### src/rtl/ariane_reset_sequencer.sv
// Per-tile core reset sequencer: wake-up delay, staggered core release,
// then one-at-a-time servicing of per-core soft-reset requests.
module ariane_reset_sequencer #(
    parameter int NUM_CORES      = 4,
    parameter int WAKE_CYCLES    = 5019,
    parameter int STAGGER_CYCLES = 64,
    parameter int HOLD_CYCLES    = 16,
    parameter int CNT_W          = 16,
    localparam int IDX_W         = (NUM_CORES > 1) ? $clog2(NUM_CORES) : 1
) (
    input  logic                 clk_i,
    input  logic                 reset_l,
    input  logic [NUM_CORES-1:0] core_en_i,
    input  logic [NUM_CORES-1:0] soft_rst_req_i,
    output logic [NUM_CORES-1:0] core_rst_no,
    output logic [IDX_W-1:0]     cur_core_o,
    output logic                 busy_o,
    output logic                 done_o
);

    localparam int MAX_WS  = (WAKE_CYCLES > STAGGER_CYCLES) ? WAKE_CYCLES : STAGGER_CYCLES;
    localparam int MAX_CYC = (MAX_WS > HOLD_CYCLES) ? MAX_WS : HOLD_CYCLES;

    generate
        if (NUM_CORES < 1 || NUM_CORES > 16) begin : g_bad_num_cores
            $error("ariane_reset_sequencer: NUM_CORES must be in 1..16");
        end
        if (WAKE_CYCLES < 1 || STAGGER_CYCLES < 1 || HOLD_CYCLES < 1) begin : g_bad_cycles
            $error("ariane_reset_sequencer: cycle parameters must be >= 1");
        end
        if (CNT_W < 1 || CNT_W > 31 || longint'(MAX_CYC - 1) >= (longint'(1) << CNT_W)) begin : g_bad_cnt_w
            $error("ariane_reset_sequencer: CNT_W too small for the longest interval");
        end
    endgenerate

    localparam logic [CNT_W-1:0] WAKE_LAST    = CNT_W'(WAKE_CYCLES - 1);
    localparam logic [CNT_W-1:0] STAGGER_LAST = CNT_W'(STAGGER_CYCLES - 1);
    localparam logic [CNT_W-1:0] HOLD_LAST    = CNT_W'(HOLD_CYCLES - 1);
    localparam logic [IDX_W-1:0] LAST_IDX     = IDX_W'(NUM_CORES - 1);

    localparam logic [2:0] ST_WAKE    = 3'd0;
    localparam logic [2:0] ST_SCAN    = 3'd1;
    localparam logic [2:0] ST_STAGGER = 3'd2;
    localparam logic [2:0] ST_DONE    = 3'd3;
    localparam logic [2:0] ST_HOLD    = 3'd4;

    logic [2:0]           state_reg, state_next;
    logic [CNT_W-1:0]     cnt_reg, cnt_next;
    logic [IDX_W-1:0]     idx_reg, idx_next;
    logic [NUM_CORES-1:0] rst_n_reg, rst_n_next;
    logic [NUM_CORES-1:0] pending_reg, pending_next;
    logic [NUM_CORES-1:0] req_accept;
    logic [IDX_W-1:0]     first_pending;
    logic [CNT_W-1:0]     cnt_inc;

    // A request only counts for an enabled core that is currently running.
    generate
        for (genvar gi = 0; gi < NUM_CORES; gi++) begin : g_req
            assign req_accept[gi] = soft_rst_req_i[gi] & core_en_i[gi] & rst_n_reg[gi];
        end
    endgenerate

    always_comb begin
        first_pending = '0;
        for (int i = NUM_CORES - 1; i >= 0; i--) begin
            if (pending_reg[i]) begin
                first_pending = IDX_W'(i);
            end
        end
    end

    assign cnt_inc = cnt_reg + CNT_W'(1);

    always_comb begin
        state_next   = state_reg;
        cnt_next     = cnt_reg;
        idx_next     = idx_reg;
        rst_n_next   = rst_n_reg;
        pending_next = pending_reg | req_accept;
        case (state_reg)
            ST_WAKE: begin
                if (cnt_reg == WAKE_LAST) begin
                    cnt_next   = '0;
                    state_next = ST_SCAN;
                end else begin
                    cnt_next = cnt_inc;
                end
            end
            ST_SCAN: begin
                if (core_en_i[idx_reg]) begin
                    rst_n_next[idx_reg] = 1'b1;
                    cnt_next            = '0;
                    state_next          = ST_STAGGER;
                end else if (idx_reg == LAST_IDX) begin
                    state_next = ST_DONE;
                end else begin
                    idx_next = idx_reg + IDX_W'(1);
                end
            end
            ST_STAGGER: begin
                if (cnt_reg == STAGGER_LAST) begin
                    if (idx_reg == LAST_IDX) begin
                        state_next = ST_DONE;
                    end else begin
                        idx_next   = idx_reg + IDX_W'(1);
                        state_next = ST_SCAN;
                    end
                end else begin
                    cnt_next = cnt_inc;
                end
            end
            ST_DONE: begin
                // Clearing the served bit wins over a same-cycle request for it.
                if (pending_reg != '0) begin
                    idx_next                   = first_pending;
                    rst_n_next[first_pending]  = 1'b0;
                    pending_next[first_pending] = 1'b0;
                    cnt_next                   = '0;
                    state_next                 = ST_HOLD;
                end
            end
            ST_HOLD: begin
                if (cnt_reg == HOLD_LAST) begin
                    rst_n_next[idx_reg] = 1'b1;
                    state_next          = ST_DONE;
                end else begin
                    cnt_next = cnt_inc;
                end
            end
            default: begin
                state_next   = ST_WAKE;
                cnt_next     = '0;
                idx_next     = '0;
                rst_n_next   = '0;
                pending_next = '0;
            end
        endcase
    end

    always_ff @(posedge clk_i or negedge reset_l) begin
        if (!reset_l) begin
            state_reg   <= ST_WAKE;
            cnt_reg     <= '0;
            idx_reg     <= '0;
            rst_n_reg   <= '0;
            pending_reg <= '0;
        end else begin
            state_reg   <= state_next;
            cnt_reg     <= cnt_next;
            idx_reg     <= idx_next;
            rst_n_reg   <= rst_n_next;
            pending_reg <= pending_next;
        end
    end

    assign core_rst_no = rst_n_reg;
    assign cur_core_o  = idx_reg;
    assign busy_o      = (state_reg != ST_DONE);
    assign done_o      = (state_reg == ST_DONE);

endmodule

### config.mk
export PLATFORM = sky130hd
export DESIGN_NAME = ariane_reset_sequencer
export DESIGN_NICKNAME = d
export VERILOG_FILES = /design/src/rtl/ariane_reset_sequencer.sv
export SDC_FILE = /design/constraint.sdc
export NUM_CORES = 1
export LEC_CHECK = 0
export BUFFER_PORTS_ARGS = -buffer_cell sky130_fd_sc_hd__buf_4
export CAP_MARGIN = 20
export CORE_AREA = 2 2 59 61
export DETAILED_ROUTE_END_ITERATION = 10
export DIE_AREA = 0 0 61 63
export PLACE_DENSITY = 0.83
export SETUP_SLACK_MARGIN = 0.3
export SKIP_LAST_GASP = 1
export SLEW_MARGIN = 30
export SYNTH_ARGS = -nofsm -noshare
export SYNTH_HDL_FRONTEND = slang
export SYNTH_SLANG_ARGS = --single-unit
### constraint.sdc
create_clock -name clk_i -period 3.95 [get_ports clk_i]
set_clock_uncertainty 0.2 [all_clocks]
set_input_delay 0.79 -clock clk_i [delete_from_list [all_inputs] [get_ports clk_i]]
set_output_delay 0.79 -clock clk_i [all_outputs]
set_load 0.05 [all_outputs]
After elaboration in Yosys (flattened, before gate mapping):

Index checks and enable logic that the tools add are counted.

* magnitude comparators: 4
* reduce and logical (&&, ||, !) cells: 11
* add/sub/neg operators: 2
* bitwise gates (word level): 15
* multiplexer cells: 35
* equality and inequality tests: 18

Operator list (count)
* 16-bit 2-to-1 mux: 5
* 16-bit case mux with 5 select lines: 1
* 2-bit 2-to-1 mux: 9
* 3-bit 2-to-1 mux: 6
* 16-bit by 1-bit adder with 16-bit output, second input constant: 1
* 16-bit by 13-bit equality test with 1-bit output, second input constant: 1
* 16-bit by 4-bit equality test with 1-bit output, second input constant: 1
* 16-bit by 6-bit equality test with 1-bit output, second input constant: 1
* 4-bit 2-to-1 mux: 4
* 4-bit case mux with 4 select lines: 1
* 3-bit case mux with 5 select lines: 1
* 2-bit inequality test, second input constant: 7
* 4-bit AND reduction: 3
* 1-bit bitwise AND: 8
* 4-bit bitwise AND: 2
* 4-bit OR: 2
* 2-bit case mux with 4 select lines: 1
* 4-bit case mux with 2 select lines: 1
* 3-bit by 2-bit equality test with 1-bit output, second input constant: 2
* 2-bit by 3-bit less-than comparator with 1-bit output, second input constant: 2
* 5-bit AND reduction: 1
* 1-bit demux with 2-bit select: 2
* 2-bit by 1-bit >= comparator with 1-bit output, second input constant: 2
* 4-bit NOT: 1
* 15 further kinds: 20

* bits of input ports: 10
* flip-flop bits (word level): 29
* word-level logic and storage cells: 90
* output and inout port bits: 8

Depth between registers and ports, before layout:

Gate-level depths: netlist of the first run.

* depth after elaboration: 12
* gate-level depth with buffers: 8
* depth with buffers taken out: 7

Worst setup path before layout of the first run:

No wires, ideal clock.

* path type: register to output
* start point: register state_reg[0]
* end point: output done_o
* setup slack: 1.331 ns
* arrival: 1.629 ns
* cell stages (with the launch flop): 4
* buffers on the path: 1
* data required time: 2.960 ns
* cells stage by stage: dfrtp_1 > clkbuf_1 > nand3_1 > inv_1

* word-level cells in the longest chain between the ends: 1

Ends and longest elaborated chain
* start: declaration: line 47 `logic [2:0] state_reg, state_next;`
* start signal: assignment: line 148 `state_reg <= state_next;`
* 3-bit by 2-bit equality test with 1-bit output: line 159 `assign done_o = (state_reg == ST_DONE);`
* end: declaration: line 18 `output logic done_o`

No other way between the ends.

Final worst setup path of the first run:

Same ends and word-level chain as after synthesis.

==> summary.txt, run 1 <==
Cells and area
  • Area Growth Syn to Fin: 7.88%
  • Final net count: 254
  • Share of post-route cells with drive strength above 1: 16.3%
  • Fill cells: 285
  • Register area: 726 µm²
  • ANT cells: 0
  • Footprint of the multi-input gates: 1130 µm²
  • Flip-flop count of the largest register after layout: 16

Critical path
  • Startpoint types: flip-flop
  • Critical Path Fanout Max: 21
  • Critical Path AT: between 1.5 and 2 ns
  • Critical path class: reg2out
  • Setup crit end kind: primary output
  • WP data required: 2.96 ns

Synthesis
  • Cells after Synth: between 200 and 250
  • Asr flop ratio synth: 100%
  • Post-synth top area share: between 30% and 40%
  • Post-synth net total: 243
  • Synth area leaders: dfrtp_1 37%, nand2_1 4.0%, ha_1 3.8%
  • Post-Syn Area: 1990 µm²
  • Yosys cell types: 57
  • Ys Warns: 0
  • EDFF count, synth: 0
  • Mean Syn Cell Area: a little under 9 µm²
  • Synth area leader: dfrtp_1
  • Synth Flop Type: dfrtp_1
  • Flops & latches, synth: 29
  • Post-synthesis sequential area ratio: 36.5%

CTS
  • Clock Tree Buf Depth: 2
  • CTS Buf Count: 5
  • Hold_buf cts: 0
  • CTS root buf: clkbuf_4
  • Worst skew pair latency: 0.34 ns
  • Clock Sinks: 29
  • CTS tree: yes
  • H-Tree Depth: 2
  • Post-CTS setup buffer count: 0
  • Clk slew on worst S/H paths: 0.11 ns
  • Post-CTS sizing: 0

Floorplan
  • Row Count: 21
  • Starting Density: 61.4%
  • Die height: approximately 63 µm
  • Chip Width: 61 µm
  • Ports: 18
  • Area of the die: 3840 µm²
  • Area of the core: 3230 µm²

STA
  • Fmax: 359 MHz
  • Setup TNS: 0 ns
  • Final period utilization: 70.5%
  • Slew HR: between 50% and 60%
  • Final setup viols: 0
  • Max-slew violation count: 0
  • RSZ-0062 raised after global routing: no
  • Worst-Margin Slew: 0.671 ns
  • Minimum clock period: 2.79 ns
  • Final hold violation count: 0

Pwr
  • Final Power: approximately 1.5 mW
  • VDD IR max: between 200 and 250 µV
  • Power Density: between 600 and 700 nW/µm²
  • Leakage: 0.906 nW

Routing
  • # DRC: 0
  • Initial DRT Pass Iterations: 5
  • Vias: 1841
  • Post-Route WL: 4.62 mm
  • DRT antenna net count: 0
  • Vias/cell: 6.46
  • Number of DRC markers in iteration 0: ~160
  • DR WL/cell: between 15 and 20 µm

Job
  • Max-cap viol count: 0

Placement
  • GP Congestion: ~0.95
  • PortBufs: 17
  • DP Wirelength: approximately 3.3 mm

Global routing
  • First-pass GRT wire length: ~8.0 mm
  • Remaining Overflow, GRT: 0
  • Antenna violations before repair: 0
  • Largest net degree at the start of global routing: 30
  • Vias in the first global route: around 1700
  • Global Route Usage Sum: 26.9%

Hold path
  • Class of the tightest hold or removal check: in2async

Run status
  • Status: completed
-- critical path, stage by stage (launching register included) --
cell and delay (ns):
dfrtp_1 0.74, nand3_1 0.30, inv_1 0.20, buf_4 0.22
-- power breakdown --
part           total (mW)  switching [mW]  leakage, nW  internal, mW
Combinational       0.770           0.477        0.485         0.293
Clock               0.179           0.112       0.0310        0.0670
Sequential          0.537           0.166        0.390         0.371
-- cell usage after synthesis (3+ instances only) --
cell type and n:
nor3_1 5, a22o_1 4, a31oi_1 8, o22ai_1 3, nand2b_1 6, nand3_1 14, nor2b_1 3, a21oi_1 13
dfrtp_1 29, ha_1 6, inv_1 12, a22oi_1 3, nor4_1 3, buf_2 4, nand2_1 21, and3_1 3
nand4_1 5, nor2_1 16, buf_6 4, o31ai_1 3, clkbuf_1 4, a41oi_1 3, o21ai_0 15
-- placed cells by master, fill, tap and decap left out, types with 2 or more instances in the layout --
| cell | instances |
|---|---|
| dfrtp_1 | 29 |
| nand2_1 | 21 |
| buf_4 | 17 |
| nor2_1 | 16 |
| o21ai_0 | 15 |
| nand3_1 | 14 |
| a21oi_1 | 13 |
| inv_1 | 12 |
| a31oi_1 | 8 |
| nand2b_1 | 6 |
| ha_1 | 6 |
| nand4_1 | 5 |
| nor3_1 | 5 |
| clkbuf_4 | 5 |
| a22o_1 | 4 |
| and3_1 | 3 |
| nor4_1 | 3 |
| a41oi_1 | 3 |
| nor2b_1 | 3 |
| a22oi_1 | 3 |
| o22ai_1 | 3 |
| o31ai_1 | 3 |
| a211o_1 | 2 |
| o21a_1 | 2 |
| a21o_1 | 2 |
| or4_1 | 2 |
| a211oi_1 | 2 |
| mux2_2 | 2 |
| clkinv_2 | 2 |
-- layer usage --
metal	part of all wire [%]	track usage [%]
met4	1.2	8.15
met1	46	40.3
met5	0	0
met2	45	37.8
met3	7.5	7.04
-- kinds of logic after synthesis --
logic type	synth area share, %
adders and majority gates	3.78
AOI/OAI and AO/OA	25.7
and+or+nand+nor	24.3
xor gates and xnor gates	0.882
muxes	2.27
DFF	36.5
buffers and inverters	6.49
-- stage by stage --
step | hold WS [ns] | util (%) | instances | area (µm²) | worst slack, ns
6_report | 0.152 | 66.3 | 285 | 2140 | 1.16
5_1_grt | 0.177 | 66.3 | 285 | 2140 | 1.07
4_1_cts | 0.157 | 66.3 | 285 | 2140 | 1.20
3_5_place_dp | 0.336 | 64.6 | 277 | 2090 | 1.14
3_3_place_gp | 0.333 | 64.6 | 277 | 2090 | 1.19
2_1_floorplan | 0.294 | - | 227 | 1990 | 1.33
-- area by class of cell --
type,instances,area share [%]
clock buffer,5,1.75
clock inverter,3,0.818
inverter,12,2.10
multi-input combinational,173,52.8
sequential,29,33.9
tap,46,2.69
timing repair buffer,17,5.96
-- worst paths after layout --
kind | slack (ns) | cells past startpoint | endpoint | startpoint
max in group asynchronous | 3.12 | 1 | core_rst_no[2]$_DFFE_PN0P_ | reset_l
max | 1.16 | 3 | done_o | state_reg[0]$_DFFE_PN0P_
min in group clk_i | 0.35 | 2 | core_rst_no[3]$_DFFE_PN0P_ | core_rst_no[3]$_DFFE_PN0P_
max reg2reg | 1.36 | 5 | cnt_reg[6]$_DFFE_PN0P_ | state_reg[2]$_DFFE_PN0P_
min | 0.15 | 1 | cnt_reg[9]$_DFFE_PN0P_ | reset_l
min reg2reg | 0.35 | 2 | core_rst_no[3]$_DFFE_PN0P_ | core_rst_no[3]$_DFFE_PN0P_
No activity file was read; power rests on OpenSTA's default activity.
==> inputs of run 2 (changes only) <==
ABC_AREA = 1   (was default)
CORE_AREA = 2 2 67 69   (was 2 2 59 61)
DIE_AREA = 0 0 69 71   (was 0 0 61 63)
PLACE_DENSITY = 0.74   (was 0.83)
clock period = 2.5 ns   (was 3.95 ns; I/O delays follow)
==> run 2 against run 1 <==
- cell count up 41%
- synthesized cell count grew 43%
- worst hold slack better by 0.11 ns
- first-iteration DRC count fell by 18%
- critical path type unchanged
==> summary.txt, run 2 <==
Synthesis
  • Synth area leader: dfrtp_1
  • EDFF count, synth: 0 (unchanged)
  • Synth top cells by count: 95 x nand2_1, 39 x inv_1, 38 x nor2_1, 30 x nand3_1, 29 x dfrtp_1
  • Most frequent cell after synthesis: nand2_1
  • Post-synth top area share: 33.0% (-3.5 points)
  • Post-synthesis sequential area ratio: 33.0% (-3.5 points)
  • Post-Syn Area: 2200 µm² (+11%)
  • Yosys cell types: 30 (-47%)
  • Synth Flop Type: dfrtp_1
  • Asr flop ratio synth: 100% (unchanged)
  • Post-synth net total: 340 (+40%)
  • Mean Syn Cell Area: 6.78 µm² (-23%)
  • Synth area leaders: dfrtp_1 33%, nand2_1 16%, nand3_1 6.8%
  • Ys Warns: 0 (unchanged)
  • Cells after Synth: 324 (+43%)
  • Flops & latches, synth: 29 (unchanged)

Pwr
  • Power Density: 427 nW/µm² (-38%)
  • Leakage: 1.28 nW (+42%)
  • VDD IR max: 280 µV (+17%)

Floorplan
  • Row Count: 24 (+14%)
  • Area of the core: 4200 µm² (+30%)
  • Ports: 18 (unchanged)
  • Starting Density: 52.2% (-9.2 points)
  • Die height: 71 µm (+13%)
  • Chip Width: 69 µm (+13%)
  • Area of the die: 4900 µm² (+27%)

Hold path
  • Class of the tightest hold or removal check: in2reg
  • Worst hold stages: 3
  • Hold Startpoint: soft_rst_req_i[1]
  • Worst-case hold path end point: pending_reg[1]$_DFF_PN0_

Cells and area
  • Flip-flop count of the largest register after layout: 16 (unchanged)
  • Share of post-route cells with drive strength above 1: 14.6% (-1.7 points)
  • Most frequent cells in the layout: 95 x nand2_1, 38 x inv_1, 38 x nor2_1
  • Core Util, Final: 60.1% (-6.2 points)
  • Final net count: 364 (+43%)
  • Commonest non-fill, non-tap cell in the layout: nand2_1
  • Area Growth Syn to Fin: 15.1%
  • ANT cells: 0 (unchanged)

STA
  • Worst-Margin Slew: 0.460 ns (-0.211 ns)
  • Final worst slack: 0.420 ns (-0.744 ns)
  • Minimum clock period: 2.08 ns
  • Setup TNS: 0 ns (unchanged)
  • Final period utilization: between 80% and 90%
  • RSZ-0062 raised after global routing: no
  • Fmax: 481 MHz
  • Final hold violation count: 0 (unchanged)
  • Slew HR: 69.1% (+14 points)
  • Max-slew violation count: 0 (unchanged)
  • Final setup viols: 0 (unchanged)
  • Worst Hold Slack: 0.262 ns (+0.110 ns)

Critical path
  • Setup crit end kind: primary output
  • R2R setup slack: 0.60 ns (-0.76 ns)
  • R2R depth: 9 (+4)
  • Slowest cell on the critical path: dfrtp_1
  • Worst setup path startpoint: state_reg[0]$_DFFE_PN0P_
  • Critical Path Fanout Max: 9 (-57%)
  • WP data required: 1.80 ns (-1.16 ns)
  • Cell Chain, Critical Path: nand3_4 -> clkinvlp_4 -> buf_4
  • Worst r2r src: cnt_reg[0]$_DFFE_PN0P_
  • Critical path class: reg2out
  • Startpoint types: flip-flop
  • Critical Path AT: 1.38 ns (-0.42 ns)
  • Reg-to-Reg End: state_reg[1]$_DFFE_PN0P_
  • CP max stage delay: 0.46 ns (-0.28 ns)

CTS
  • CTS tree: yes
  • Clock Tree Buf Depth: 2 (unchanged)
  • Post-CTS setup buffer count: 0 (unchanged)
  • Clock Sinks: 29 (unchanged)
  • CTS Buf Count: 5 (unchanged)
  • CTS root buf: clkbuf_8
  • Worst skew pair latency: 0.29 ns (-0.05 ns)
  • Clk slew on worst S/H paths: 0.07 ns (-0.04 ns)
  • H-Tree Depth: 2 (unchanged)

Global routing
  • First-pass GRT wire length: 9.02 mm (+13%)
  • Largest net degree at the start of global routing: 30 (unchanged)
  • Global Route Usage Sum: 22.8% (-4.2 points)
  • Vias in the first global route: 2059 (+20%)
  • Remaining Overflow, GRT: 0 (unchanged)
  • Antenna violations before repair: 0 (unchanged)

Routing
  • Initial DRT Pass Iterations: 5 (unchanged)
  • DRT antenna net count: 0 (unchanged)
  • Vias: 2213 (+20%)
  • Vias/cell: 5.52 (-15%)
  • DR WL/cell: 13.1 µm (-19%)
  • Number of DRC markers in iteration 0: 133 (-18%)
  • # DRC: 0 (unchanged)
  • Post-Route WL: 5.24 mm (+14%)

Placement
  • Pre-CTS setup slack: 0.627 ns (-0.512 ns)
  • PortBufs: 17 (unchanged)
  • GP Congestion: 0.894 (-5.6%)
  • DP Wirelength: 3.99 mm (+20%)

Job
  • Max-cap viol count: 0 (unchanged)

Run status
  • Status: completed
[run 2: stage by stage]
| stage | area [µm²] | power, mW | std cells |
|---|---|---|---|
| floorplan | 2200 | 0.480 | 324 |
| global placement | 2380 | 0.502 | 392 |
| detailed placement | 2380 | 0.503 | 392 |
| CTS | 2520 | 1.10 | 401 |
| global route | 2530 | 1.12 | 401 |
| finish | 2530 | 1.08 | 401 |
[run 2: cell type report]
cell class	count	area, µm²
repair buffers	20	153
well taps	52	65.1
clock buffers	5	68.8
multi-input cells	250	1290
flip-flops and latches	29	726
fillers	415	1680
inverters	42	161
clock inverters	3	65.1
[run 2: repair_timing]
item	in CTS	in global routing
hold buffers	1	0
gates resized for setup	0	1
hold endpoints to repair	29	0
setup endpoints to repair	0	1
[run 2: layer usage]
layer	GRT usage, %	vias up	wire, µm
li1	-	1105	-
met3	4.84	15	248
met1	27.7	1032	2350
met5	0	-	0
met4	9.37	0	116
met2	39.3	61	2530
[run 2: worst max path at each step]
stage | cells past startpoint | slack (ns) | end
floorplan | 11 | 0.58 | cnt_reg[7]$_DFFE_PN0P_
global placement | 9 | 0.63 | state_reg[1]$_DFFE_PN0P_
detailed placement | 9 | 0.63 | state_reg[0]$_DFFE_PN0P_
CTS | 4 | 0.35 | done_o
global route | 4 | 0.36 | done_o
finish | 3 | 0.42 | done_o
[run 2: cell families (layout without fill, tap and decap cells)]
group / after synthesis / after routing / synth area share, %
AND/OR/NAND/NOR: 198 / 198 / 42.5
adder cells (fa/ha/maj): 6 / 6 / 3.42
AO/OA/AOI/OAI: 42 / 42 / 11.2
XOR/XNOR: 4 / 4 / 1.60
flip-flops: 29 / 29 / 33.0
buffers and inverters: 45 / 70 / 8.26
[run 2: worst max-delay path, delay by kind of cell (launching register included)]
kind | cells | cell delay [ns]
buffers and inverters | 2 | 0.42
and+or+nand+nor | 1 | 0.21
DFF | 1 | 0.46
[run 2: power by group]
part           switching (mW)  internal (mW)  leakage, nW
sequential                  0          0.469        0.396
clock                   0.189          0.396       0.0681
combinational          0.0142         0.0110        0.819
==> inputs of run 3 (changes only) <==
ABC_AREA = 0   (was 1)
CORE_AREA = 2 2 65 67   (was 2 2 67 69)
DIE_AREA = 0 0 67 69   (was 0 0 69 71)
PLACE_DENSITY = 0.73   (was 0.74)
clock period = 1.9 ns   (was 2.5 ns; I/O delays follow)
==> run 3 against run 2 <==
- the run now ends with negative setup slack left
- sequential cell count is the same
- wire length grew 42%
- count of clock-buffer cells in the layout grew 2
- die area shrank 5.6%
- non-clock buffer count grew 73
- setup slack lost 0.70 ns
- utilization grew 20 points
- cell area grew 24%
- sequential share of layout area shrank 5.5 points
- cell count shrank 9.0%
- critical endpoint is now cnt_reg[9]$_DFFE_PN0P_
- highest routed layer unchanged
==> summary.txt, run 3 (same netlist as run 1, synthesis figures left out) <==
Placement
  • DP Wirelength: 4.26 mm (+6.9%)
  • GP Congestion: 0.948 (+6.1%)
  • PortBufs: 17 (unchanged)
  • DP Cell Count: 337 (-14%)
  • Placed Instance Area: 2590 µm² (+8.7%)
  • Pre-CTS setup slack: -0.270 ns (-0.897 ns)

Routing
  • Vias: 2352 (+6.3%)
  • DRT antenna net count: 0 (unchanged)
  • Initial DRT Pass Iterations: 5 (unchanged)
  • Number of DRC markers in iteration 0: 272 (+100%)
  • Post-Route WL: 7.43 mm (+42%)
  • # DRC: 0 (unchanged)
  • Vias/cell: 6.44 (+17%)
  • DR WL/cell: 20.4 µm (+56%)

CTS
  • CTS root buf: clkbuf_8
  • Worst skew pair latency: 0.29 ns (about the same)
  • H-Tree Depth: 2 (unchanged)
  • CTS tree: yes
  • Clock Sinks: 29 (unchanged)
  • Clk slew on worst S/H paths: 0.07 ns (about the same)
  • Clock Tree Buf Depth: 2 (unchanged)
  • CTS Buf Count: 5 (unchanged)

Critical path
  • WP data required: 1.92 ns (+0.12 ns)
  • Reg-to-Reg End: cnt_reg[9]$_DFFE_PN0P_
  • Critical Path AT: 2.20 ns (+0.82 ns)
  • Startpoint types: flip-flop
  • R2R depth: 7 (-2)
  • Critical Path Fanout Max: 6 (-3)
  • Critical path class: reg2reg
  • R2R setup slack: -0.28 ns (-0.88 ns)
  • Setup crit end kind: flip-flop
  • Worst r2r src: cnt_reg[5]$_DFFE_PN0P_

STA
  • Final period utilization: 115%
  • Final setup viols: 26 (+26)
  • Final hold violation count: 0 (unchanged)
  • Max-slew violation count: 0 (unchanged)
  • Final worst slack: -0.284 ns (-0.704 ns)
  • Fmax: 458 MHz
  • RSZ-0062 raised after global routing: yes
  • Setup TNS: -5.05 ns (-5.05 ns)
  • Slew HR: 70.4% (+1.3 points)
  • Worst-Margin Slew: 0.439 ns (-0.0214 ns)
  • Minimum clock period: 2.18 ns

Floorplan
  • Row Count: 23 (-4.2%)
  • Chip Width: 67 µm (-2.9%)
  • Starting Density: 50.7% (-1.5 points)
  • Area of the core: 3910 µm² (-6.9%)
  • Ports: 18 (unchanged)
  • Die height: 69 µm (-2.8%)
  • Area of the die: 4620 µm² (-5.6%)

Global routing
  • Vias in the first global route: 2282 (+11%)
  • Largest net degree at the start of global routing: 30 (unchanged)
  • Antenna violations before repair: 0 (unchanged)
  • Remaining Overflow, GRT: 0 (unchanged)
  • First-pass GRT wire length: 10.7 mm (+19%)
  • Global Route Usage Sum: 30.7% (+8.0 points)

Cells and area
  • Commonest non-fill, non-tap cell in the layout: buf_4
  • Most frequent cells in the layout: 74 x buf_4, 27 x dfrtp_1, 18 x nand2_1
  • Flip-flop count of the largest register after layout: 16 (unchanged)
  • Final net count: 330 (-9.3%)
  • Fin area: 3130 µm² (+24%)
  • ANT cells: 0 (unchanged)
  • Non-filler cells, final: 365 (-9.0%)
  • Share of post-route cells with drive strength above 1: 47.6% (+33 points)
  • Area Growth Syn to Fin: 57.8%

Run status
  • Status: finished, violations left
  • Failing checks: negative setup slack

Job
  • Max-cap viol count: 0 (unchanged)

Hold path
  • Worst hold stages: 3 (unchanged)
  • Worst-case hold path end point: pending_reg[0]$_DFF_PN0_
  • Hold Startpoint: soft_rst_req_i[0]
  • Class of the tightest hold or removal check: in2reg

Pwr
  • Leakage: 1.39 nW (+8.2%)
  • Final Power: 4.87 mW (+350%)
  • VDD IR max: 829 µV (+200%)
  • Power Density: 1560 nW/µm² (+260%)
## run 3: stage by stage
stage          util (%)  hold slack [ns]
6_report           80.1            0.234
5_1_grt            80.1            0.196
4_1_cts            75.6            0.199
3_5_place_dp       66.1            0.134
3_3_place_gp       66.1            0.134
2_1_floorplan         -           -0.116
## run 3: worst max-delay path: stages, from the launching register on
cell and delay [ns]:
dfrtp_1 0.42, or4b_1 0.55, a211o_1 0.33, o21ai_4 0.20, buf_6 0.14, buf_16 0.11
a21oi_1 0.05, o21ai_1 0.13
## run 3: final cells by class
| class | instances | area (µm²) |
|---|---|---|
| Multi-Input combinational cell | 173 | 1390 |
| Timing Repair Buffer | 93 | 805 |
| Fill cell | 237 | 781 |
| Sequential cell | 29 | 728 |
| Clock buffer | 7 | 96.3 |
| Tap cell | 50 | 62.6 |
| Inverter | 12 | 51.3 |
| Clock inverter | 1 | 5.00 |
## run 3: how the worst max path moves through the flow
stage	start	to	slack (ns)	depth (start not counted)
final	cnt_reg[5]$_DFFE_PN0P_	cnt_reg[9]$_DFFE_PN0P_	-0.28	7
after global routing	cnt_reg[5]$_DFFE_PN0P_	cnt_reg[9]$_DFFE_PN0P_	-0.37	7
after CTS	cnt_reg[5]$_DFFE_PN0P_	cnt_reg[9]$_DFFE_PN0P_	-0.23	7
after detailed placement	core_en_i[3]	cnt_reg[6]$_DFFE_PN0P_	-0.27	7
after global placement	cnt_reg[5]$_DFFE_PN0P_	cnt_reg[6]$_DFFE_PN0P_	-0.24	6
after floorplan	cur_core_o[0]$_DFFE_PN0P_	cnt_reg[5]$_DFFE_PN0P_	-0.36	7
## run 3: timing repair
item,CTS,global route
gates resized for setup,34,31
hold buffers,1,0
buffers inserted,11,7
hold endpoints to repair,29,0
gates cloned,1,0
pin swaps,11,20
endpoints found under the setup margin,29,30
## run 3: report_power, final
part / total [mW] / internal (mW) / switching (mW)
Sequential: 0.963 / 0.780 / 0.182
Clock: 0.581 / 0.327 / 0.254
Combinational: 3.33 / 1.54 / 1.79
## run 3: metal layers
metal,global-route usage [%],wire length [µm]
met4,20.0,385
met1,36.9,2760
met3,7.34,492
met5,0,0
met2,48.0,3800
